<file path="config.mk">
export PLATFORM = sky130hd
export DESIGN_NAME = mem_arbiter_flat
export DESIGN_NICKNAME = d
export VERILOG_FILES = /design/src/rtl/mem_arbiter_pkg.sv /design/src/rtl/mem_arbiter_if.sv /design/src/rtl/mem_arbiter.sv /design/src/flat_wrapper.sv
export SDC_FILE = /design/constraint.sdc
export NUM_CORES = 1
export LEC_CHECK = 0
export CAP_MARGIN = 0
export CORE_MARGIN = 5
export CORE_UTILIZATION = 30
export DETAILED_ROUTE_END_ITERATION = 8
export PLACE_DENSITY = 0.59
export SLEW_MARGIN = 10
export SYNTH_ARGS = -nofsm -noshare
export SYNTH_HDL_FRONTEND = slang
export SYNTH_SLANG_ARGS = --single-unit
</file>
<file path="constraint.sdc">
create_clock -name clk -period 9.65 [get_ports clk]
set_input_delay 2.895 -clock clk [delete_from_list [all_inputs] [get_ports clk]]
set_output_delay 2.895 -clock clk [all_outputs]
set_load 0.02 [all_outputs]
</file>
<file path="src/rtl/mem_arbiter_pkg.sv">
// Shared encodings for the IF/MEM arbiter in front of mem_ctrl port 0.
package mem_arbiter_pkg;

    localparam int unsigned RW_W = 2;

    typedef enum logic [RW_W-1:0] {
        MEM_RW_NONE  = 2'b00,
        MEM_RW_READ  = 2'b01,
        MEM_RW_WRITE = 2'b10
    } mem_rw_e;

    typedef enum logic [1:0] {
        ARB_IDLE  = 2'd0,
        ARB_ISSUE = 2'd1,
        ARB_WAIT  = 2'd2
    } arb_state_e;

    typedef enum logic {
        GNT_IF = 1'b0,
        GNT_DM = 1'b1
    } gnt_e;

endpackage

</file>
<file path="src/rtl/mem_arbiter_if.sv">
// Requester and mem_ctrl-side signals of mem_arbiter; master is the arbiter view.
interface mem_arbiter_if
    import mem_arbiter_pkg::*;
#(
    parameter int unsigned ADDR_W = 32,
    parameter int unsigned DATA_W = 32
);
    localparam int unsigned MASK_W = DATA_W / 8;

    logic              if_req_i;
    logic [ADDR_W-1:0] if_addr_i;
    logic              if_flush_i;
    logic [DATA_W-1:0] if_data_o;
    logic              if_done_o;

    logic              dm_req_i;
    logic              dm_rwe_i;
    logic [ADDR_W-1:0] dm_addr_i;
    logic [MASK_W-1:0] dm_sel_i;
    logic [DATA_W-1:0] dm_wdata_i;
    logic [DATA_W-1:0] dm_data_o;
    logic              dm_done_o;

    logic [RW_W-1:0]   mc_rw_flag_o;
    logic [ADDR_W-1:0] mc_addr_o;
    logic [DATA_W-1:0] mc_wdata_o;
    logic [MASK_W-1:0] mc_mask_o;
    logic [DATA_W-1:0] mc_rdata_i;
    logic              mc_busy_i;
    logic              mc_done_i;

    modport master (
        input  if_req_i, if_addr_i, if_flush_i,
        output if_data_o, if_done_o,
        input  dm_req_i, dm_rwe_i, dm_addr_i, dm_sel_i, dm_wdata_i,
        output dm_data_o, dm_done_o,
        output mc_rw_flag_o, mc_addr_o, mc_wdata_o, mc_mask_o,
        input  mc_rdata_i, mc_busy_i, mc_done_i
    );

    modport slave (
        output if_req_i, if_addr_i, if_flush_i,
        input  if_data_o, if_done_o,
        output dm_req_i, dm_rwe_i, dm_addr_i, dm_sel_i, dm_wdata_i,
        input  dm_data_o, dm_done_o,
        input  mc_rw_flag_o, mc_addr_o, mc_wdata_o, mc_mask_o,
        output mc_rdata_i, mc_busy_i, mc_done_i
    );

endinterface

</file>
<file path="src/rtl/mem_arbiter.sv">
// Shares one mem_ctrl port between IF and MEM requesters, one transaction at a time.
// MEM_ARB_RR_EN: round-robin on simultaneous requests; otherwise MEM has fixed priority.
module mem_arbiter
    import mem_arbiter_pkg::*;
#(
    parameter int unsigned ADDR_W = 32,
    parameter int unsigned DATA_W = 32
)(
    input  logic           clk,
    input  logic           rst,
    mem_arbiter_if.master  bus
);
    localparam int unsigned MASK_W = DATA_W / 8;

    arb_state_e        state;
    gnt_e              gnt;
    mem_rw_e           cmd_rw;
    logic [ADDR_W-1:0] cmd_addr;
    logic [DATA_W-1:0] cmd_wdata;
    logic [MASK_W-1:0] cmd_mask;
    logic              drop;
    logic [DATA_W-1:0] if_data;
    logic              if_done;
    logic [DATA_W-1:0] dm_data;
    logic              dm_done;

    logic if_pend;
    logic dm_pend;
    logic any_req;
    gnt_e pick;

    // A flush in IDLE cancels that cycle's fetch request before arbitration.
    assign if_pend = bus.if_req_i & ~bus.if_flush_i;
    assign dm_pend = bus.dm_req_i;
    assign any_req = if_pend | dm_pend;

`ifdef MEM_ARB_RR_EN
    gnt_e rr_ptr;

    always_comb begin
        pick = GNT_IF;
        if (if_pend && dm_pend) pick = rr_ptr;
        else if (dm_pend)       pick = GNT_DM;
    end

    // Pointer moves to the other requester after every grant.
    always_ff @(posedge clk or posedge rst) begin
        if (rst) begin
            rr_ptr <= GNT_DM;
        end else if (state == ARB_IDLE && any_req) begin
            rr_ptr <= (pick == GNT_DM) ? GNT_IF : GNT_DM;
        end
    end
`else
    always_comb begin
        pick = dm_pend ? GNT_DM : GNT_IF;
    end
`endif

    always_ff @(posedge clk or posedge rst) begin
        if (rst) begin
            state     <= ARB_IDLE;
            gnt       <= GNT_IF;
            cmd_rw    <= MEM_RW_NONE;
            cmd_addr  <= '0;
            cmd_wdata <= '0;
            cmd_mask  <= '0;
            drop      <= 1'b0;
            if_data   <= '0;
            if_done   <= 1'b0;
            dm_data   <= '0;
            dm_done   <= 1'b0;
        end else begin
            if_done <= 1'b0;
            dm_done <= 1'b0;
            unique case (state)
                ARB_IDLE: begin
                    drop <= 1'b0;
                    if (any_req) begin
                        gnt   <= pick;
                        state <= ARB_ISSUE;
                        if (pick == GNT_DM) begin
                            cmd_rw    <= bus.dm_rwe_i ? MEM_RW_WRITE : MEM_RW_READ;
                            cmd_addr  <= bus.dm_addr_i;
                            cmd_wdata <= bus.dm_wdata_i;
                            cmd_mask  <= bus.dm_sel_i;
                        end else begin
                            cmd_rw    <= MEM_RW_READ;
                            cmd_addr  <= bus.if_addr_i;
                            cmd_wdata <= '0;
                            cmd_mask  <= '1;
                        end
                    end
                end
                ARB_ISSUE: begin
                    if (gnt == GNT_IF && bus.if_flush_i) drop <= 1'b1;
                    if (!bus.mc_busy_i) state <= ARB_WAIT;
                end
                ARB_WAIT: begin
                    if (gnt == GNT_IF && bus.if_flush_i) drop <= 1'b1;
                    if (bus.mc_done_i) begin
                        state <= ARB_IDLE;
                        drop  <= 1'b0;
                        if (gnt == GNT_DM) begin
                            dm_done <= 1'b1;
                            if (cmd_rw == MEM_RW_READ) dm_data <= bus.mc_rdata_i;
                        end else if (!(drop || bus.if_flush_i)) begin
                            if_done <= 1'b1;
                            if_data <= bus.mc_rdata_i;
                        end
                    end
                end
                default: state <= ARB_IDLE;
            endcase
        end
    end

    // The command is offered only in the one ISSUE cycle mem_ctrl is free.
    assign bus.mc_rw_flag_o = (state == ARB_ISSUE && !bus.mc_busy_i) ? cmd_rw : MEM_RW_NONE;
    assign bus.mc_addr_o    = cmd_addr;
    assign bus.mc_wdata_o   = cmd_wdata;
    assign bus.mc_mask_o    = cmd_mask;
    assign bus.if_data_o    = if_data;
    assign bus.if_done_o    = if_done;
    assign bus.dm_data_o    = dm_data;
    assign bus.dm_done_o    = dm_done;

endmodule

</file>
<file path="src/flat_wrapper.sv">
// flat-port wrapper written by rule: the top's interface ports become plain ports
module mem_arbiter_flat import mem_arbiter_pkg::*;
#(
    parameter int unsigned ADDR_W = 32,
    parameter int unsigned DATA_W = 32
)
  (clk, rst, bus_if_req_i, bus_if_addr_i, bus_if_flush_i, bus_if_data_o, bus_if_done_o, bus_dm_req_i, bus_dm_rwe_i, bus_dm_addr_i, bus_dm_sel_i, bus_dm_wdata_i, bus_dm_data_o, bus_dm_done_o, bus_mc_rw_flag_o, bus_mc_addr_o, bus_mc_wdata_o, bus_mc_mask_o, bus_mc_rdata_i, bus_mc_busy_i, bus_mc_done_i);
  mem_arbiter_if #(.ADDR_W(ADDR_W), .DATA_W(DATA_W)) bus_i ();
  input  logic clk;
  input  logic rst;
  input wire logic [$bits(bus_i.if_req_i)-1:0] bus_if_req_i;
  input wire logic [$bits(bus_i.if_addr_i)-1:0] bus_if_addr_i;
  input wire logic [$bits(bus_i.if_flush_i)-1:0] bus_if_flush_i;
  output wire logic [$bits(bus_i.if_data_o)-1:0] bus_if_data_o;
  output wire logic [$bits(bus_i.if_done_o)-1:0] bus_if_done_o;
  input wire logic [$bits(bus_i.dm_req_i)-1:0] bus_dm_req_i;
  input wire logic [$bits(bus_i.dm_rwe_i)-1:0] bus_dm_rwe_i;
  input wire logic [$bits(bus_i.dm_addr_i)-1:0] bus_dm_addr_i;
  input wire logic [$bits(bus_i.dm_sel_i)-1:0] bus_dm_sel_i;
  input wire logic [$bits(bus_i.dm_wdata_i)-1:0] bus_dm_wdata_i;
  output wire logic [$bits(bus_i.dm_data_o)-1:0] bus_dm_data_o;
  output wire logic [$bits(bus_i.dm_done_o)-1:0] bus_dm_done_o;
  output wire logic [$bits(bus_i.mc_rw_flag_o)-1:0] bus_mc_rw_flag_o;
  output wire logic [$bits(bus_i.mc_addr_o)-1:0] bus_mc_addr_o;
  output wire logic [$bits(bus_i.mc_wdata_o)-1:0] bus_mc_wdata_o;
  output wire logic [$bits(bus_i.mc_mask_o)-1:0] bus_mc_mask_o;
  input wire logic [$bits(bus_i.mc_rdata_i)-1:0] bus_mc_rdata_i;
  input wire logic [$bits(bus_i.mc_busy_i)-1:0] bus_mc_busy_i;
  input wire logic [$bits(bus_i.mc_done_i)-1:0] bus_mc_done_i;
  assign bus_i.if_req_i = bus_if_req_i;
  assign bus_i.if_addr_i = bus_if_addr_i;
  assign bus_i.if_flush_i = bus_if_flush_i;
  assign bus_if_data_o = bus_i.if_data_o;
  assign bus_if_done_o = bus_i.if_done_o;
  assign bus_i.dm_req_i = bus_dm_req_i;
  assign bus_i.dm_rwe_i = bus_dm_rwe_i;
  assign bus_i.dm_addr_i = bus_dm_addr_i;
  assign bus_i.dm_sel_i = bus_dm_sel_i;
  assign bus_i.dm_wdata_i = bus_dm_wdata_i;
  assign bus_dm_data_o = bus_i.dm_data_o;
  assign bus_dm_done_o = bus_i.dm_done_o;
  assign bus_mc_rw_flag_o = bus_i.mc_rw_flag_o;
  assign bus_mc_addr_o = bus_i.mc_addr_o;
  assign bus_mc_wdata_o = bus_i.mc_wdata_o;
  assign bus_mc_mask_o = bus_i.mc_mask_o;
  assign bus_i.mc_rdata_i = bus_mc_rdata_i;
  assign bus_i.mc_busy_i = bus_mc_busy_i;
  assign bus_i.mc_done_i = bus_mc_done_i;
  mem_arbiter #(.ADDR_W(ADDR_W), .DATA_W(DATA_W)) u_core (.clk(clk), .rst(rst), .bus(bus_i));
endmodule
</file>
==> results <==
- The final wirelength is 16.8 mm.
- The share of synthesized cell area in full adder, half adder and majority cells is 0.0124.
- The number of standard cells in the layout, taps in and fillers out is 985.
- For this design the top-level I/O count stands at 276.
- For this run the aggregate overflow at the end of global routing stands at 0.
- The floorplan die height is 152 um.
- In the routed layout, each cell is associated on average with a via count of 4.42.
- The run finished with clean final reports.
- The mean routed wirelength per cell is 17.0 um.
- The xor and xnor fraction of the mapped netlist area is 0.
- The number of buffers created by CTS is 17.
- The met2 wire length is 7.75 mm.
- In the detailed route, the total length drawn on met3 is 1.33 mm.
- The delay of the slowest cell on the worst path is 640 ps.
- After clock tree synthesis, the clock-pin slew on the worst setup and hold paths is 60 ps.
- The count of buffers inserted at the top-level ports is 275.
- The Yosys warning count is 0.
- The post-placement cell count is 954.
- Leaving out fill and tap cells, the most frequent cells in the layout are 274 x sky130_fd_sc_hd__clkdlybuf4s50_1, 140 x sky130_fd_sc_hd__dfrtp_1, 94 x sky130_fd_sc_hd__mux2_2.
- The initial antenna violation count is 0.
- STA classifies the critical path startpoint as a primary input.
- The cell area that synthesis handed to floorplanning was 6060 um^2.
- No sink is reached through more buffers than the 2 on the longest clock path.
- The number of post-CTS setup repair buffers is 0.
- The share of cells above drive strength 1 is 0.232.
- The critical path goes through clkdlybuf4s50_1 > nor3_1 > clkdlybuf4s50_1.
- For this design, the sink count on the clock tree is 140.
- The largest net degree at the start of global routing is 81.
- Across all layers, the routed design uses 4,356 vias.
- The count of routing violations after the opening detailed-route iteration is 119.
- The nature of the critical path endpoint is an output port.
- The H-tree level count is 4.
- The quantity of gates resized following cts is 0.
- Counting every instance in the synthesized netlist gives 431.
- For this block, wires on met1 add up to 7.38 mm.
- The slowest cell on the critical path is sky130_fd_sc_hd__clkdlybuf4s50_1.
- The largest fanout of any net on the critical path is 3.
- The endpoint required time on the critical path is 6760 ps.
- The average cell area after synthesis is 14.1 um^2.
- Of the synthesized area, sequential elements account for 0.578.
- The initial utilization of the core area, before any placement, comes to 0.302.
- The max-slew violation count is 0.
- For the pin with the worst max-slew slack, the measured transition is 996 ps.
- The region available for standard cell placement spans 20,000 um^2.
- Subtracting the final worst setup slack from the clock period gives 7090 ps.
- From left edge to right edge, the die measures 152 um.
- Clock latency on the worst-skew pair, taken at its later pin, is 410 ps.
- The critical path contains buffers and inverters numbering 2 combined.
- Compared with the post-synthesis result, the final layout area differs by 58.2%.
- The root buffer selected by CTS is sky130_fd_sc_hd__clkbuf_16.
- The top routing layer in use is met4.
- For this run, the detailed router's first-pass iteration total came to 4.
- After routing, the total negative slack on setup checks comes to 0 ps.
- The via count of the first global-routing pass is 4,925.
- Leaving out fill and tap cells, the most frequent cell in the layout is sky130_fd_sc_hd__clkdlybuf4s50_1.
- The count of nets left with antenna violations once routing finished came out at 0.
- The area fraction in compound gates after synthesis is 0.0388.
- The critical path in this run is classified as primary input to output port.
- Counting distinct cell types in the post-synthesis netlist gives 25.
- The critical path's top delay family is buffers and inverters.
- Setup repair after global routing left no endpoint under its margin.
- The maximum vdd ir drop is 0.149 mV.
- The highest clock frequency the design can meet is 141 MHz.
- The most repeated library cell on the critical path is sky130_fd_sc_hd__clkdlybuf4s50_1.
- The simple-gate area share of the yosys netlist is 0.0461.
- The clock tree skew after final layout is 8.84 ps.
- After detailed routing, the number of remaining DRC violations is 0.
- The worst pin sits at a relative slew slack of 0.336.
- The die covers 23,100 um^2.
- The wire-length estimate of the detail-placed layout is 12.4 mm.
- The cell leakage power is 4.03 nW.
- The hold buffer count at CTS is 0.
- The post-synthesis sequential element count is 140.
- The total power per unit cell area is 335 nW/um^2.
- The first global-routing pass estimated 27.4 mm of wire.
- The final critical-path share of the clock period is 0.735.
- The TritonCTS clock tree is built.
- The class of the worst hold path is register to register.
- Synthesis produced a netlist with a net count of 577.
- The number of failing hold endpoints at the final stage was 0.
- For this run, the total global-route usage over all layers was measured as 0.148.
- The final layout contains 849 nets.
- The last weighted congestion value of the routability-driven placer is 0.748.
- The antenna diode count is 0.
- Row generation in the floorplan step produced 52 rows.
- The final-report setup violation count is 0.
- Measured against the total synthesized area, the mux share comes to 0.262.
- The largest family of logic cells by synthesized area is multiplexers.
- Max-cap violations in this run came to 0.
- For the worst setup path, the data arrival time is 4190 ps.
metrics by stage:
stage / hold slack, ps / power, W / instance area [um^2] / util / worst slack, ps
finish: 486 / 0.00321 / 9580 / 0.478 / 2560
global placement: 468 / 0.00251 / 8950 / 0.447 / 2550
floorplan: 479 / 0.00180 / 6060 / - / 3000
global route: 500 / 0.00340 / 9580 / 0.478 / 2490
CTS: 490 / 0.00326 / 9580 / 0.478 / 2540
detailed placement: 475 / 0.00254 / 8950 / 0.447 / 2560
logic make-up after synthesis:
| group | Yosys count |
|---|---|
| DFF | 140 |
| muxes | 131 |
| buffers and inverters | 65 |
| and+or+nand+nor | 47 |
| AOI/OAI and AO/OA | 42 |
| adders and majority gates | 6 |
routing by layer:
| layer | vias to the layer above | global-route usage |
|---|---|---|
| met4 | 0 | 0.0505 |
| met1 | 2114 | 0.187 |
| met2 | 191 | 0.233 |
| li1 | 2029 | - |
| met5 | - | 0 |
| met3 | 22 | 0.0594 |
area by class of cell:
type                       count  area, um^2
multi-input combinational    226        2180
clock buffer                  17         425
clock inverter                14         204
inverter                      38         148
sequential                   140        3500
tap                          270         338
timing repair buffer         280        2790
fill                        1819       10500
worst paths after layout:
| kind | cells past startpoint | endpoint | start | slack [ps] |
|---|---|---|---|---|
| setup / recovery | 3 | bus_mc_rw_flag_o[1] | bus_mc_busy_i | 2560 |
| hold / removal | 1 | u_core.bus.if_data_o[25]$_DFFE_PP0P_ | u_core.bus.if_data_o[25]$_DFFE_PP0P_ | 490 |
| setup reg to reg | 6 | u_core.bus.mc_addr_o[29]$_DFFE_PP0P_ | u_core.state[1]$_DFFE_PP0P_ | 6830 |
| hold reg to reg | 1 | u_core.bus.if_data_o[25]$_DFFE_PP0P_ | u_core.bus.if_data_o[25]$_DFFE_PP0P_ | 490 |
| max in group asynchronous | 3 | u_core.bus.if_data_o[0]$_DFFE_PP0P_ | rst | 5310 |
| min in group asynchronous | 2 | u_core.bus.dm_data_o[1]$_DFFE_PP0P_ | rst | 2930 |
sequential cells by signal (all words and copies together) (netlist names):
register,cells
u_core.bus.if_data_o,32
u_core.bus.mc_addr_o,32
u_core.bus.mc_wdata_o,32
u_core.bus.dm_data_o,32
u_core.bus.if_done_o,1
u_core.cmd_rw,2
u_core.state,2
u_core.bus.mc_mask_o,4
u_core.drop,1
u_core.gnt,1
u_core.bus.dm_done_o,1
worst register-to-register path, delay by kind of cell (launching register included):
kind	cells	cell delay, ps
AO/OA/AOI/OAI	1	670
adder cells (fa/ha/maj)	1	170
buffers and inverters	3	1030
multiplexers	1	420
flip-flops	1	410
power breakdown:
group,internal [W],total [W],switching [W]
Sequential,0.000869,0.00103,0.000157
Combinational,0.000779,0.00149,0.000708
Clock,0.000437,0.000701,0.000264
Total,0.00209,0.00321,0.00113
cells in the mapped netlist, drive strengths merged:
cell,count,share of area
clkbuf,10,0.0062
a21boi,1,0.0012
nor4,1,0.0035
buf,17,0.032
nand2b,1,0.0010
dfrtp,140,0.58
nor2b,1,0.0010
o311ai,1,0.0014
inv,38,0.024
o22a,1,0.0014
and3,2,0.0037
ha,6,0.012
o21a,6,0.0074
nand3,33,0.027
nor3b,2,0.0025
nor3,1,0.00083
nand3b,4,0.0050
o21ai,33,0.027
mux2,131,0.26
nand2,2,0.0012
Note: power is estimated with default switching activity, not from simulation.
